$ cat src/rtl/monobit_engine.sv
// Monobit (frequency) randomness test engine: accumulates N sequence bits in LANES-bit beats and judges |2*ones - N|.
// Optional block-frequency sub-test is compiled in with `define MONOBIT_BLOCK_TEST_EN.
module monobit_engine #(
    parameter int LANES        = 8,
    parameter int LOG2_N       = 10,
    parameter int THRESH       = 82,
    parameter int LOG2_M       = 7,
    parameter int BLK_THRESH   = 32,
    parameter int BLK_FAIL_MAX = 0
) (
    input  logic                       clk,
    input  logic                       rst,
    input  logic                       start,
    input  logic [LANES-1:0]           din,
    input  logic                       din_valid,
    output logic                       din_ready,
    output logic                       busy,
    output logic                       done,
    output logic                       pass,
    output logic [LOG2_N:0]            ones_cnt,
    output logic [LOG2_N:0]            sum_abs,
    output logic [LOG2_N-LOG2_M:0]     blk_fail_cnt
);

    localparam int LOG2_L = $clog2(LANES);
    localparam int N_BITS = 32'd1 << LOG2_N;
    localparam int PC_W   = LOG2_L + 1;
    localparam int CNT_W  = LOG2_N + 1;
    localparam int SUM_W  = LOG2_N + 2;
    localparam int BEAT_W = LOG2_N - LOG2_L + 1;
    localparam int BF_W   = LOG2_N - LOG2_M + 1;
    localparam logic [BEAT_W-1:0] LAST_BEAT = BEAT_W'((32'd1 << (LOG2_N - LOG2_L)) - 32'd1);

    // A misconfigured instance must never report a passing verdict.
    localparam bit CFG_OK = (LANES >= 1) && (LANES <= 8) && ((32'd1 << LOG2_L) == LANES) &&
                            (LOG2_N >= LOG2_L) && (LOG2_M >= LOG2_L) && (LOG2_M <= LOG2_N) &&
                            (THRESH >= 0) && (BLK_THRESH >= 0) && (BLK_FAIL_MAX >= 0);

    typedef enum logic [1:0] {
        IDLE  = 2'd0,
        ACCUM = 2'd1,
        EVAL  = 2'd2,
        DONE  = 2'd3
    } state_t;

    function automatic logic [PC_W-1:0] popcount(input logic [LANES-1:0] v);
        logic [PC_W-1:0] c;
        c = {PC_W{1'b0}};
        for (int i = 0; i < LANES; i++) begin
            c = c + PC_W'(v[i]);
        end
        return c;
    endfunction

    state_t                state_r;
    logic                  busy_r;
    logic                  din_ready_r;
    logic                  done_r;
    logic                  pass_r;
    logic [CNT_W-1:0]      ones_cnt_r;
    logic [CNT_W-1:0]      sum_abs_r;
    logic [CNT_W-1:0]      ones_r;
    logic [BEAT_W-1:0]     beat_r;

    logic                  accept_s;
    logic                  clear_s;
    logic                  last_s;
    logic                  eval_s;
    logic [PC_W-1:0]       pop_s;
    logic signed [SUM_W-1:0] dev_s;
    logic [CNT_W-1:0]      sum_abs_s;
    logic                  blk_ok_s;
    logic                  pass_s;

    // Handshake and phase decodes shared by the datapath blocks.
    always_comb begin
        accept_s = din_valid & din_ready_r;
        clear_s  = (state_r == IDLE) & start;
        last_s   = accept_s & (beat_r == LAST_BEAT);
        eval_s   = (state_r == EVAL);
        pop_s    = popcount(din);
    end

    // Deviation |2*ones - N| in LOG2_N+2-bit signed arithmetic; 2N - N wraps back to +N correctly.
    always_comb begin
        dev_s = $signed({ones_r, 1'b0}) - $signed(SUM_W'(N_BITS));
        if (dev_s[SUM_W-1]) begin
            sum_abs_s = CNT_W'(-dev_s);
        end else begin
            sum_abs_s = CNT_W'(dev_s);
        end
        pass_s = CFG_OK && ({{(32-CNT_W){1'b0}}, sum_abs_s} <= 32'(THRESH)) && blk_ok_s;
    end

    // Control FSM with registered handshake/status outputs.
    always_ff @(posedge clk or posedge rst) begin
        if (rst) begin
            state_r     <= IDLE;
            busy_r      <= 1'b0;
            din_ready_r <= 1'b0;
            done_r      <= 1'b0;
        end else begin
            case (state_r)
                IDLE: begin
                    done_r <= 1'b0;
                    if (start) begin
                        state_r     <= ACCUM;
                        busy_r      <= 1'b1;
                        din_ready_r <= 1'b1;
                    end else begin
                        state_r     <= IDLE;
                        busy_r      <= 1'b0;
                        din_ready_r <= 1'b0;
                    end
                end
                ACCUM: begin
                    done_r <= 1'b0;
                    busy_r <= 1'b1;
                    if (last_s) begin
                        state_r     <= EVAL;
                        din_ready_r <= 1'b0;
                    end else begin
                        state_r     <= ACCUM;
                        din_ready_r <= 1'b1;
                    end
                end
                EVAL: begin
                    state_r     <= DONE;
                    busy_r      <= 1'b1;
                    din_ready_r <= 1'b0;
                    done_r      <= 1'b1;
                end
                DONE: begin
                    state_r     <= IDLE;
                    busy_r      <= 1'b0;
                    din_ready_r <= 1'b0;
                    done_r      <= 1'b0;
                end
                default: begin
                    state_r     <= IDLE;
                    busy_r      <= 1'b0;
                    din_ready_r <= 1'b0;
                    done_r      <= 1'b0;
                end
            endcase
        end
    end

    // Ones accumulator and beat counter, cleared when a new test starts.
    always_ff @(posedge clk or posedge rst) begin
        if (rst) begin
            ones_r <= {CNT_W{1'b0}};
            beat_r <= {BEAT_W{1'b0}};
        end else if (clear_s) begin
            ones_r <= {CNT_W{1'b0}};
            beat_r <= {BEAT_W{1'b0}};
        end else if (accept_s) begin
            ones_r <= ones_r + CNT_W'(pop_s);
            beat_r <= beat_r + BEAT_W'(1'b1);
        end else begin
            ones_r <= ones_r;
            beat_r <= beat_r;
        end
    end

`ifdef MONOBIT_BLOCK_TEST_EN
    localparam int BLK_W = LOG2_M + 1;
    localparam logic [BEAT_W-1:0] BLK_MASK = BEAT_W'((32'd1 << (LOG2_M - LOG2_L)) - 32'd1);

    function automatic int blk_dev(input logic [BLK_W-1:0] k);
        int d;
        d = int'({k, 1'b0}) - (32'sd1 <<< LOG2_M);
        return (d < 32'sd0) ? -d : d;
    endfunction

    logic [BLK_W-1:0] blk_ones_r;
    logic [BLK_W-1:0] blk_sum_s;
    logic [BF_W-1:0]  blk_fail_r;
    logic [BF_W-1:0]  blk_fail_cnt_r;
    logic             blk_end_s;
    logic             blk_bad_s;

    // Running block count including the current beat; a block closes on its last beat.
    always_comb begin
        blk_sum_s = blk_ones_r + BLK_W'(pop_s);
        blk_end_s = ((beat_r & BLK_MASK) == BLK_MASK);
        blk_bad_s = (blk_dev(blk_sum_s) > BLK_THRESH);
        blk_ok_s  = ({{(32-BF_W){1'b0}}, blk_fail_r} <= 32'(BLK_FAIL_MAX));
    end

    // Per-block ones and failed-block counter.
    always_ff @(posedge clk or posedge rst) begin
        if (rst) begin
            blk_ones_r <= {BLK_W{1'b0}};
            blk_fail_r <= {BF_W{1'b0}};
        end else if (clear_s) begin
            blk_ones_r <= {BLK_W{1'b0}};
            blk_fail_r <= {BF_W{1'b0}};
        end else if (accept_s && blk_end_s) begin
            blk_ones_r <= {BLK_W{1'b0}};
            blk_fail_r <= blk_bad_s ? (blk_fail_r + BF_W'(1'b1)) : blk_fail_r;
        end else if (accept_s) begin
            blk_ones_r <= blk_sum_s;
            blk_fail_r <= blk_fail_r;
        end else begin
            blk_ones_r <= blk_ones_r;
            blk_fail_r <= blk_fail_r;
        end
    end

    // Published failed-block count, updated with the other results.
    always_ff @(posedge clk or posedge rst) begin
        if (rst) begin
            blk_fail_cnt_r <= {BF_W{1'b0}};
        end else if (eval_s) begin
            blk_fail_cnt_r <= blk_fail_r;
        end else begin
            blk_fail_cnt_r <= blk_fail_cnt_r;
        end
    end

    assign blk_fail_cnt = blk_fail_cnt_r;
`else
    assign blk_ok_s     = 1'b1;
    assign blk_fail_cnt = {BF_W{1'b0}};
`endif

    // Result registers: loaded once per test on the EVAL->DONE edge and held until the next one.
    always_ff @(posedge clk or posedge rst) begin
        if (rst) begin
            ones_cnt_r <= {CNT_W{1'b0}};
            sum_abs_r  <= {CNT_W{1'b0}};
            pass_r     <= 1'b0;
        end else if (eval_s) begin
            ones_cnt_r <= ones_r;
            sum_abs_r  <= sum_abs_s;
            pass_r     <= pass_s;
        end else begin
            ones_cnt_r <= ones_cnt_r;
            sum_abs_r  <= sum_abs_r;
            pass_r     <= pass_r;
        end
    end

    assign din_ready = din_ready_r;
    assign busy      = busy_r;
    assign done      = done_r;
    assign pass      = pass_r;
    assign ones_cnt  = ones_cnt_r;
    assign sum_abs   = sum_abs_r;

endmodule
$ cat config.mk
export PLATFORM = sky130hd
export DESIGN_NAME = monobit_engine
export DESIGN_NICKNAME = d
export VERILOG_FILES = /design/src/rtl/monobit_engine.sv
export SDC_FILE = /design/constraint.sdc
export NUM_CORES = 1
export LEC_CHECK = 0
export BUFFER_PORTS_ARGS = -buffer_cell sky130_fd_sc_hd__buf_2
export CORE_ASPECT_RATIO = 0.8
export CORE_UTILIZATION = 48
export DETAILED_ROUTE_END_ITERATION = 8
export PLACE_DENSITY = 0.79
export SYNTH_ARGS = -nofsm -noshare
export SYNTH_HDL_FRONTEND = slang
export SYNTH_SLANG_ARGS = --single-unit
$ cat constraint.sdc
create_clock -name clk -period 5.5 [get_ports clk]
set_input_delay 0.275 -clock clk [delete_from_list [all_inputs] [get_ports clk]]
set_output_delay 0.275 -clock clk [all_outputs]
set_load 0.02 [all_outputs]
-- After elaboration in Yosys (flattened, before gate mapping)
Cells that the tools add are included.
- flip-flop bits (word level): 47
- input bits: 12
- output and inout port bits: 30
- word-level logic and storage cells: 46
- $add $sub $neg: 11
- $lt $le $gt $ge: 1
- equality and inequality tests: 4
- muxes and demuxes: 13
- bitwise logic cells: 3
- reductions and logical operators: 5
- operator list (kind ; count):
    $mux 11 ; 3
    $add 4x1->4 ; 4
    $mux 8 ; 2
    $sub 12x12->12 const B ; 1
    $add 11x4->11 ; 1
    $le 11x7->1 const B ; 1
    $neg 11->11 ; 1
    $add 8x1->8 const B ; 1
    $eq 8x7->1 const B ; 1
    $pmux 2 s4 ; 1
    $pmux 1 s3 ; 2
    $add 3x1->4 ; 1
    $eq 2x2->1 const B ; 2
    $reduce_or 2->1 ; 2
    $add 2x1->3 ; 1
    $and 1x1->1 ; 3
    $mux 1 ; 3
    $reduce_or 3->1 ; 1
    $add 1x1->2 ; 1
    $eq 2x1->1 const B ; 1
    $logic_not 2->1 ; 1
    $mux 2 ; 1
    $pmux 1 s2 ; 1
    $reduce_bool 2->1 ; 1

-- Depth between registers and ports, before layout
Gate-level depths: netlist of run 1.
- depth in word-level cells: 10
- mapped depth: 13
- mapped depth without buffers: 13

-- Least setup slack after synthesis of run 1
No wires, ideal clock.
- kind: input port to flip-flop
- start point: in din[0]
- end point: reg ones_r[8]
- setup time: 0.132 ns
- data arrival time: 3.112 ns
- data required time: 5.368 ns
- setup slack: 2.256 ns
- cell stages on the path: 13
- path buffers: 0
- cells stage by stage: fa_1 > inv_1 > fa_1 > fa_1 > fa_1 > inv_1 > fa_1 > a21o_1 > a21oi_1 > nor2b_1 > nand4_1 > xor2_1 > nor2_1
- word-level cells in the longest chain between the ends: 10
- ends and longest elaborated chain (element ; RTL line ; RTL):
    start, declared ; 14 ; input logic [LANES-1:0] din,
    $add 1x1->2 ; 50 ; c = c + PC_W'(v[i]);
    $add 2x1->3 ; 50 ;
    $add 3x1->4 ; 50 ;
    $add 4x1->4 (4 in series) ; 50 ;
    $add 11x4->11 ; 158 ; ones_r <= ones_r + CNT_W'(pop_s);
    $mux 11 ; 157 ; end else if (accept_s) begin
    $mux 11 ; 154 ; end else if (clear_s) begin
    end signal, assigned ; 155 ; ones_r <= {CNT_W{1'b0}};
    end signal, assigned ; 158 ;
    end signal, assigned ; 161 ; ones_r <= ones_r;
    end, declared ; 62 ; logic [CNT_W-1:0] ones_r;
Every way passes these cells. The select of a mux whose other input is x is not followed.
A chain may end at the register's enable or synchronous reset.

-- Worst setup path in the final report of run 1
- start point: reg ones_r[0]
- end point: reg ones_r[8]
- word-level cells in the longest chain between the ends: 3
- ends and longest elaborated chain (element ; RTL line ; RTL):
    start signal, assigned ; 152 ; ones_r <= {CNT_W{1'b0}};
    start signal, assigned ; 155 ;
    start signal, assigned ; 158 ;
    $add 11x4->11 ; 158 ;
    $mux 11 ; 157 ;
    $mux 11 ; 154 ;
Every way passes these cells. The select of a mux whose other input is x is not followed.

==> results.toml, run 1 <==
[status]
status = "complete, no violations"

[sta]
fin_crit_sh_pct = 59.4
finalSetupViolCount = 0
fin_crit_ns = 3.27
hold_viol = 0
worstMarginPinSlew_ns = 1.07
fin_skew_ns = 0.00173
final_max_slew_viol_count = 0
max_freq_ghz = 0.306
fin_tns_setup_ns = 0
rsz0062_at_grt = "no"
slew_headroom_pct = 28.7

[clocking]
cts_htree_levels = 2
ctsResizeCount = 0
root_buffer = "clkbuf_8"
cts_made_buffers = 5
cts.clk_slew.worst_paths_ns = 0.08
cts_tree = "yes"
cts_setup_buffers = 0
clk-insertion-delay-late_ns = 0.30
cts.hold.buffers_added = 0
clockBufferDepth = 2
clkSinkCount = 45

[logic_synthesis]
ys.flop_type = "dfrtp_1"
synth_edf_count = 0
synth_area_leaders = "dfrtp_1 (45%), mux2_2 (6.8%), ha_1 (6.0%)"
yosysTopAreaCellShare_pct = 45.3
synthTopCellsByCount = "dfrtp_1 (45), nor2_1 (25), inv_1 (18)"
ys_seq_area_share_pct = 45.3
ys_warn_count = 0
synthCells = 240
async_reset_ff_share_pct = 100
yosysMostFrequentCell = "dfrtp_1"
ys_ff_latch = 45
syn_area_per_cell_um2 = 10.4
synth_cell_types = 45
syn-cell-area_um2 = 2490
yosys.area.top_type = "dfrtp_1"

[floorplanning]
io_pins = 42
fp.coreArea_um2 = 5010
die_x_um = 82.5
die_h_um = 66.4
num_rows = 23
initial_utilization_pct = 49.7
die_area_um2 = 5480

[setup_path]
reg2reg_depth = 12
arrival_ns = 3.43
crit_type = "register to register"
required_ns = 5.67
r2r_slack_ns = 2.23
worstSetupStartpointType = "register"
path_max_fanout = 6
setup.worst_path.end_class = "register"

[layout]
final_cells = 334
nets = 300
fillCellCount = 453
antenna_cells = 0
area_delta_synth_final_pct = 10.9
drive_gt1_share_pct = 24.3
utilization_pct = 55.1

[power]
leakage_uw = 0.00136
pwr-share-clk_pct = 20.1
power_uw = 1010
p_sw_uw = 383
sequentialPowerShare_pct = 40.4
powerDensity_nw_per_um2 = 365
comb_power_share_pct = 39.5
vdd_ir_drop_max_mv = 0.207
switching_share_pct = 38.1
intPower_uw = 623

[global_route]
grt_pass1_vias = 1699
grt_pass1_wl_um = 7410
antenna_found_initial = 0
overflow = 0
grt_max_degree = 46
grtUsageTotal_pct = 18.0

[placed_design]
dpl.hpwl_um = 3150
placed_cells = 326
place_congestion = 0.830
portBuffers = 36

[drt]
route.vias.total = 1769
via_per_inst = 5.30
dr.pass1.iters = 6
wire_per_inst_um = 12.9
routed_wl_um = 4320
ant_nets = 0
first_iter_violations = 69
remaining_drc_errors = 0

[hold_path]
hp-class = "input pin to async pin"

[run]
max-cap-violations = 0
[stage by stage]
stage | hold WS (ns) | cell area, um2 | setup WS, ns
finish | 0.0928 | 2760 | 2.23
global placement | 0.439 | 2670 | 2.01
global route | 0.138 | 2760 | 2.04
floorplan | 0.418 | 2500 | 2.26
detailed placement | 0.440 | 2670 | 1.94
CTS | 0.114 | 2760 | 2.22
[kinds of logic after synthesis]
| kind of cell | after synthesis | synth area share, % |
|---|---|---|
| and+or+nand+nor | 66 | 13.6 |
| DFF | 45 | 45.3 |
| AOI/OAI and AO/OA | 40 | 10.1 |
| buffers and inverters | 35 | 6.59 |
| xor gates and xnor gates | 20 | 7.04 |
| adders and majority gates | 17 | 10.1 |
| muxes | 16 | 7.19 |
| other | 1 | 0.151 |
[final cells by class]
cell class / instances / area [um2] / area share, %
Timing Repair Buffer: 37 / 188 / 6.81
Clock inverter: 3 / 17.5 / 0.635
Sequential cell: 45 / 1130 / 40.8
Multi-Input combinational cell: 164 / 1210 / 44.0
Inverter: 18 / 67.6 / 2.45
Clock buffer: 5 / 68.8 / 2.50
Tap cell: 62 / 77.6 / 2.81
[state kept, by name, indices dropped and copies added, names as in the netlist, named ones only]
register   cells
ones_cnt      11
ones_r        11
sum_abs        9
beat_r         8
busy           1
din_ready      1
done           1
pass           1
state_r        1
[placed cells by master, fill, tap and decap left out, drive strengths merged, types with 9 or more instances in the layout]
master   n
a21oi   17
buf     37
dfrtp   45
ha      12
inv     17
mux2    15
nand2   14
nor2    27
o21ai    9
xnor2    9
xor2    11
[routing by layer]
| metal | global-route usage (%) | up-vias | share of wire (%) |
|---|---|---|---|
| li1 | - | 855 | - |
| met1 | 22.5 | 877 | 49 |
| met2 | 30.1 | 33 | 46 |
| met3 | 4.69 | 4 | 3.7 |
| met4 | 5.92 | 0 | 0.93 |
| met5 | 0 | - | 0 |
[worst max-delay path, cell delays in order (launching register included)]
cell	delay (ns)
dfrtp_1	0.51
inv_1	0.15
fa_1	0.50
fa_1	0.51
fa_1	0.19
inv_1	0.06
fa_1	0.40
a21o_1	0.20
a21oi_1	0.20
nor2b_1	0.10
nand4_1	0.11
xor2_1	0.15
nor2_1	0.05
[power by group through the flow]
stage	combinational [uW]	sequential (uW)	clock, uW
2_1_floorplan	325	405	0
3_3_place_gp	381	411	0
3_5_place_dp	400	413	0
4_1_cts	402	406	207
5_1_grt	452	413	219
6_report	397	407	202
[final timing paths]
kind	startpoint	endpoint
setup / recovery	ones_r[0]	ones_r[8]
hold / removal	rst	async pin
setup reg to reg	ones_r[0]	ones_r[8]
hold reg to reg	sum_abs[8]	sum_abs[8]
max in group asynchronous	rst	ones_r[0]
min in group clk	start	din_ready
No activity file was read; power rests on OpenSTA's default activity.
==> run 2: changes to the inputs <==
- clock period: 5.5 -> 3.3 ns (I/O delays scaled with it)
==> results.toml, run 2 (synthesized netlist as in run 1, its figures left out) <==
[power]
powerDensity_nw_per_um2 = 630
vdd_ir_drop_max_mv = 0.389
p_sw_uw = 634
intPower_uw = 1130
switching_share_pct = 35.9
leakage_uw = 0.00139
comb_power_share_pct = 39.5
sequentialPowerShare_pct = 37.9
pwr-share-clk_pct = 22.7

[setup_path]
r2r_slack_ns = 0.23
reg2reg_to = "ones_r[8]"
reg2reg_depth = 12
required_ns = 3.45
worstSetupStartpointType = "input pin"
setup.worst_path.end_class = "register"
crit_type = "input pin to register"
arrival_ns = 3.26
path_max_fanout = 3
r2r_start = "ones_r[0]"

[clocking]
cts_setup_buffers = 0
clk-insertion-delay-late_ns = 0.29
ctsResizeCount = 0
cts.clk_slew.worst_paths_ns = 0.09
cts_htree_levels = 2
cts.hold.buffers_added = 0
cts_tree = "yes"
root_buffer = "clkbuf_8"
cts_made_buffers = 5
clockBufferDepth = 2
clkSinkCount = 45

[placed_design]
portBuffers = 36
placed_area_um2 = 2700
place_congestion = 0.820
dpl.hpwl_um = 3170

[layout]
area_delta_synth_final_pct = 12.8
nets = 304
final_common_cell = "dfrtp_1"
design_area_um2 = 2810
drive_gt1_share_pct = 25.1
antenna_cells = 0
most-common-layout-cells = "dfrtp_1 (45), buf_2 (36), nor2_1 (25)"

[sta]
fin_crit_ns = 3.11
hold_viol = 0
slew_headroom_pct = 28.5
fin_tns_setup_ns = 0
max_freq_ghz = 0.321
rsz0062_at_grt = "no"
worstMarginPinSlew_ns = 1.07
finalSetupViolCount = 0
final_max_slew_viol_count = 0
fin_skew_ns = 0.00949
fin_crit_sh_pct = 94.3

[run]
max-cap-violations = 0

[hold_path]
hp-class = "input pin to async pin"

[floorplanning]
io_pins = 42
fp.coreArea_um2 = 5010
die_h_um = 66.4
initial_utilization_pct = 49.7
die_x_um = 82.5
num_rows = 23
die_area_um2 = 5480

[drt]
via_per_inst = 5.24
remaining_drc_errors = 0
routed_wl_um = 4400
wire_per_inst_um = 13.1
route.vias.total = 1765
ant_nets = 0
dr.pass1.iters = 6
first_iter_violations = 79

[global_route]
grtUsageTotal_pct = 18.3
overflow = 0
grt_pass1_wl_um = 7590
antenna_found_initial = 0
grt_max_degree = 46
grt_pass1_vias = 1735

[status]
status = "complete, no violations"
[run 2: cell count changes in the layout (fill, tap and decap cells not counted)]
| cell | delta |
|---|---|
| bufinv_16 | +1 |
| clkinvlp_4 | -1 |
| buf_4 | +4 |
| clkinv_2 | -1 |
[run 2: worst max-delay path: stages]
cell,delay [ns]
buf_2,0.11
fa_1,0.53
inv_1,0.05
fa_1,0.46
fa_1,0.52
fa_1,0.19
inv_1,0.06
fa_1,0.37
a21o_1,0.18
a21oi_1,0.20
nor2b_1,0.10
nand4_1,0.11
xor2_1,0.16
nor2_1,0.06
[run 2: through the flow]
stage,hold slack (ns),utilization (%),power (uW),setup WS (ns),instances
5_1_grt,0.0462,56.0,1890,0.0244,337
3_3_place_gp,0.331,53.9,1340,-0.0417,330
4_1_cts,0.0134,56.0,1790,0.177,337
3_5_place_dp,0.335,53.9,1380,-0.128,330
6_report,0.00220,56.0,1770,0.188,337
2_1_floorplan,0.308,-,1220,0.166,244
[run 2: cell type report]
| class | count | area, um2 |
|---|---|---|
| flip-flops and latches | 45 | 1130 |
| fillers | 464 | 2200 |
| multi-input cells | 164 | 1210 |
| repair buffers | 41 | 218 |
| well taps | 62 | 77.6 |
| clock inverters | 2 | 35.0 |
| inverters | 18 | 67.6 |
| clock buffers | 5 | 68.8 |
[run 2: layer usage]
metal  up-vias  share of wire [%]  global-route usage, %
li1        866                  -                      -
met1       848                 46                   22.7
met2        43                 48                   32.1
met3         8                4.6                   4.55
met4         0               0.70                   3.29
met5         -                  0                      0
[run 2: worst max-delay path by stage]
stage / depth (start not counted) / from / slack (ns) / endpoint
2_1_floorplan: 13 / din[0] / 0.17 / ones_r[8]
3_3_place_gp: 14 / din[0] / -0.04 / ones_r[8]
3_5_place_dp: 14 / din[0] / -0.13 / ones_r[8]
4_1_cts: 14 / din[0] / 0.18 / ones_r[8]
5_1_grt: 14 / din[0] / 0.02 / ones_r[8]
6_report: 14 / din[0] / 0.19 / ones_r[8]
[run 2: power groups by stage]
stage	Clock, uW	Combinational [uW]	Sequential (uW)
after CTS	409	708	669
after global placement	0	668	676
after global routing	429	788	677
final	401	697	669
after detailed placement	0	704	678
after floorplan	0	541	675
==> run 3: changes to the inputs <==
- clock period: 3.3 -> 3 ns (I/O delays scaled with it)
==> results.toml, run 3 (synthesized netlist as in run 1, its figures left out) <==
[layout]
antenna_cells = 0
utilization_pct = 57.0
final_common_cell = "dfrtp_1"
most-common-layout-cells = "dfrtp_1 (45), buf_2 (35), nor2_1 (25)"
fillCellCount = 423
drive_gt1_share_pct = 28.0
design_area_um2 = 2860
area_delta_synth_final_pct = 14.8
nets = 308

[setup_path]
worstPathCellList = "buf_6 -> fa_1 -> inv_1 -> fa_1 -> fa_1 -> fa_2 -> inv_2 -> fa_2 -> a21o_1 -> a21oi_2 -> nor2b_2 -> nand2_1 -> xor2_1 -> nor2_1"
critPathTopFamily = "adder cells"
cpMostUsedCell = "fa_1"
required_ns = 3.16
arrival_ns = 3.15
worst-path-buf-inv = 3
path_max_fanout = 3
cp-startpoint = "din[0]"
crit_slowest_cell = "fa_1"
worstSetupStartpointType = "input pin"
crit_type = "input pin to register"
crit_path_max_incr_delay_ns = 0.52
r2r_start = "ones_r[0]"
setup.worst_path.end_class = "register"

[global_route]
overflow = 0
grtUsageTotal_pct = 19.3
grt_pass1_vias = 1799
grt_pass1_wl_um = 7810
antenna_found_initial = 0
grt_max_degree = 46

[clocking]
cts_made_buffers = 5
cts_tree = "yes"
cts.clk_slew.worst_paths_ns = 0.08
clkSinkCount = 45
clk-insertion-delay-late_ns = 0.30
root_buffer = "clkbuf_8"
cts_htree_levels = 2
clockBufferDepth = 2
cts_setup_buffers = 0

[sta]
max_freq_ghz = 0.334
fin_skew_ns = 0.00619
fin_crit_ns = 2.99
fin_crit_sh_pct = 99.7
hold_ws_ns = 0.105
fin_ws_ns = 0.00981
hold_viol = 0
worstMarginPinSlew_ns = 0.847
finalSetupViolCount = 0
slew_headroom_pct = 43.5
final_max_slew_viol_count = 0
rsz0062_at_grt = "yes"

[power]
vdd_ir_drop_max_mv = 0.496
power_uw = 1900
leakage_uw = 0.00139
powerDensity_nw_per_um2 = 666

[placed_design]
placed_area_um2 = 2730
portBuffers = 36
place_ws_ns = -0.291
dpl.hpwl_um = 3270
place_congestion = 0.823

[drt]
first_iter_violations = 66
ant_nets = 0
route.vias.total = 1779
remaining_drc_errors = 0
routed_wl_um = 4620
wire_per_inst_um = 13.6
via_per_inst = 5.22
dr.pass1.iters = 4

[floorplanning]
die_h_um = 66.4
initial_utilization_pct = 49.7
io_pins = 42
fp.coreArea_um2 = 5010
die_x_um = 82.5
num_rows = 23
die_area_um2 = 5480

[hold_path]
hp-class = "input pin to register"
hold_start = "start"

[status]
status = "complete, no violations"

[run]
max-cap-violations = 0
run 3: repair_timing:
action                     CTS  global route
cloned                       0             0
setup endpoints to repair    1             7
pin swaps                    1             4
hold buffers                 1             0
resized for setup            0             8
hold endpoints to repair    36             0
run 3: final cells by class:
type / count / area, um2 / share of cell area, %
Clock buffer: 7 / 86.3 / 3.02
Tap cell: 62 / 77.6 / 2.72
Sequential cell: 45 / 1130 / 39.4
Inverter: 18 / 67.6 / 2.37
Multi-Input combinational cell: 164 / 1240 / 43.5
Timing Repair Buffer: 45 / 256 / 8.98
run 3: metrics by stage:
step / setup TNS [ns] / std cells
2_1_floorplan: -0.0658 / 244
4_1_cts: 0 / 341
5_1_grt: -0.445 / 341
6_report: 0 / 341
3_3_place_gp: -1.22 / 333
3_5_place_dp: -1.73 / 333
run 3: metal layers:
metal | up-vias | track usage (%) | part of all wire (%)
met2 | 38 | 31.2 | 47
met1 | 858 | 24.2 | 47
met4 | 0 | 7.89 | 2.2
met3 | 11 | 5.24 | 4.2
met5 | - | 0 | 0
li1 | 872 | - | -
run 3: report_power, final:
part	total (uW)	internal, uW	switching [uW]
Combinational	792	357	435
Clock	375	183	192
Sequential	734	662	72.7
Total	1900	1200	700
run 3: final timing paths:
check                      slack, ns         end  cells after the start
setup / recovery                0.01   ones_r[6]                     14
setup reg to reg                0.07   ones_r[6]                     12
hold / removal                  0.11   din_ready                      3
max in group asynchronous       2.09   beat_r[0]                      4
min in group asynchronous       0.53  state_r[0]                      4
hold reg to reg                 0.48  sum_abs[8]                      1
run 3: worst min-delay path: stages:
cell     delay, ns
buf_2         0.08
nand2_1       0.06
o21ai_0       0.07
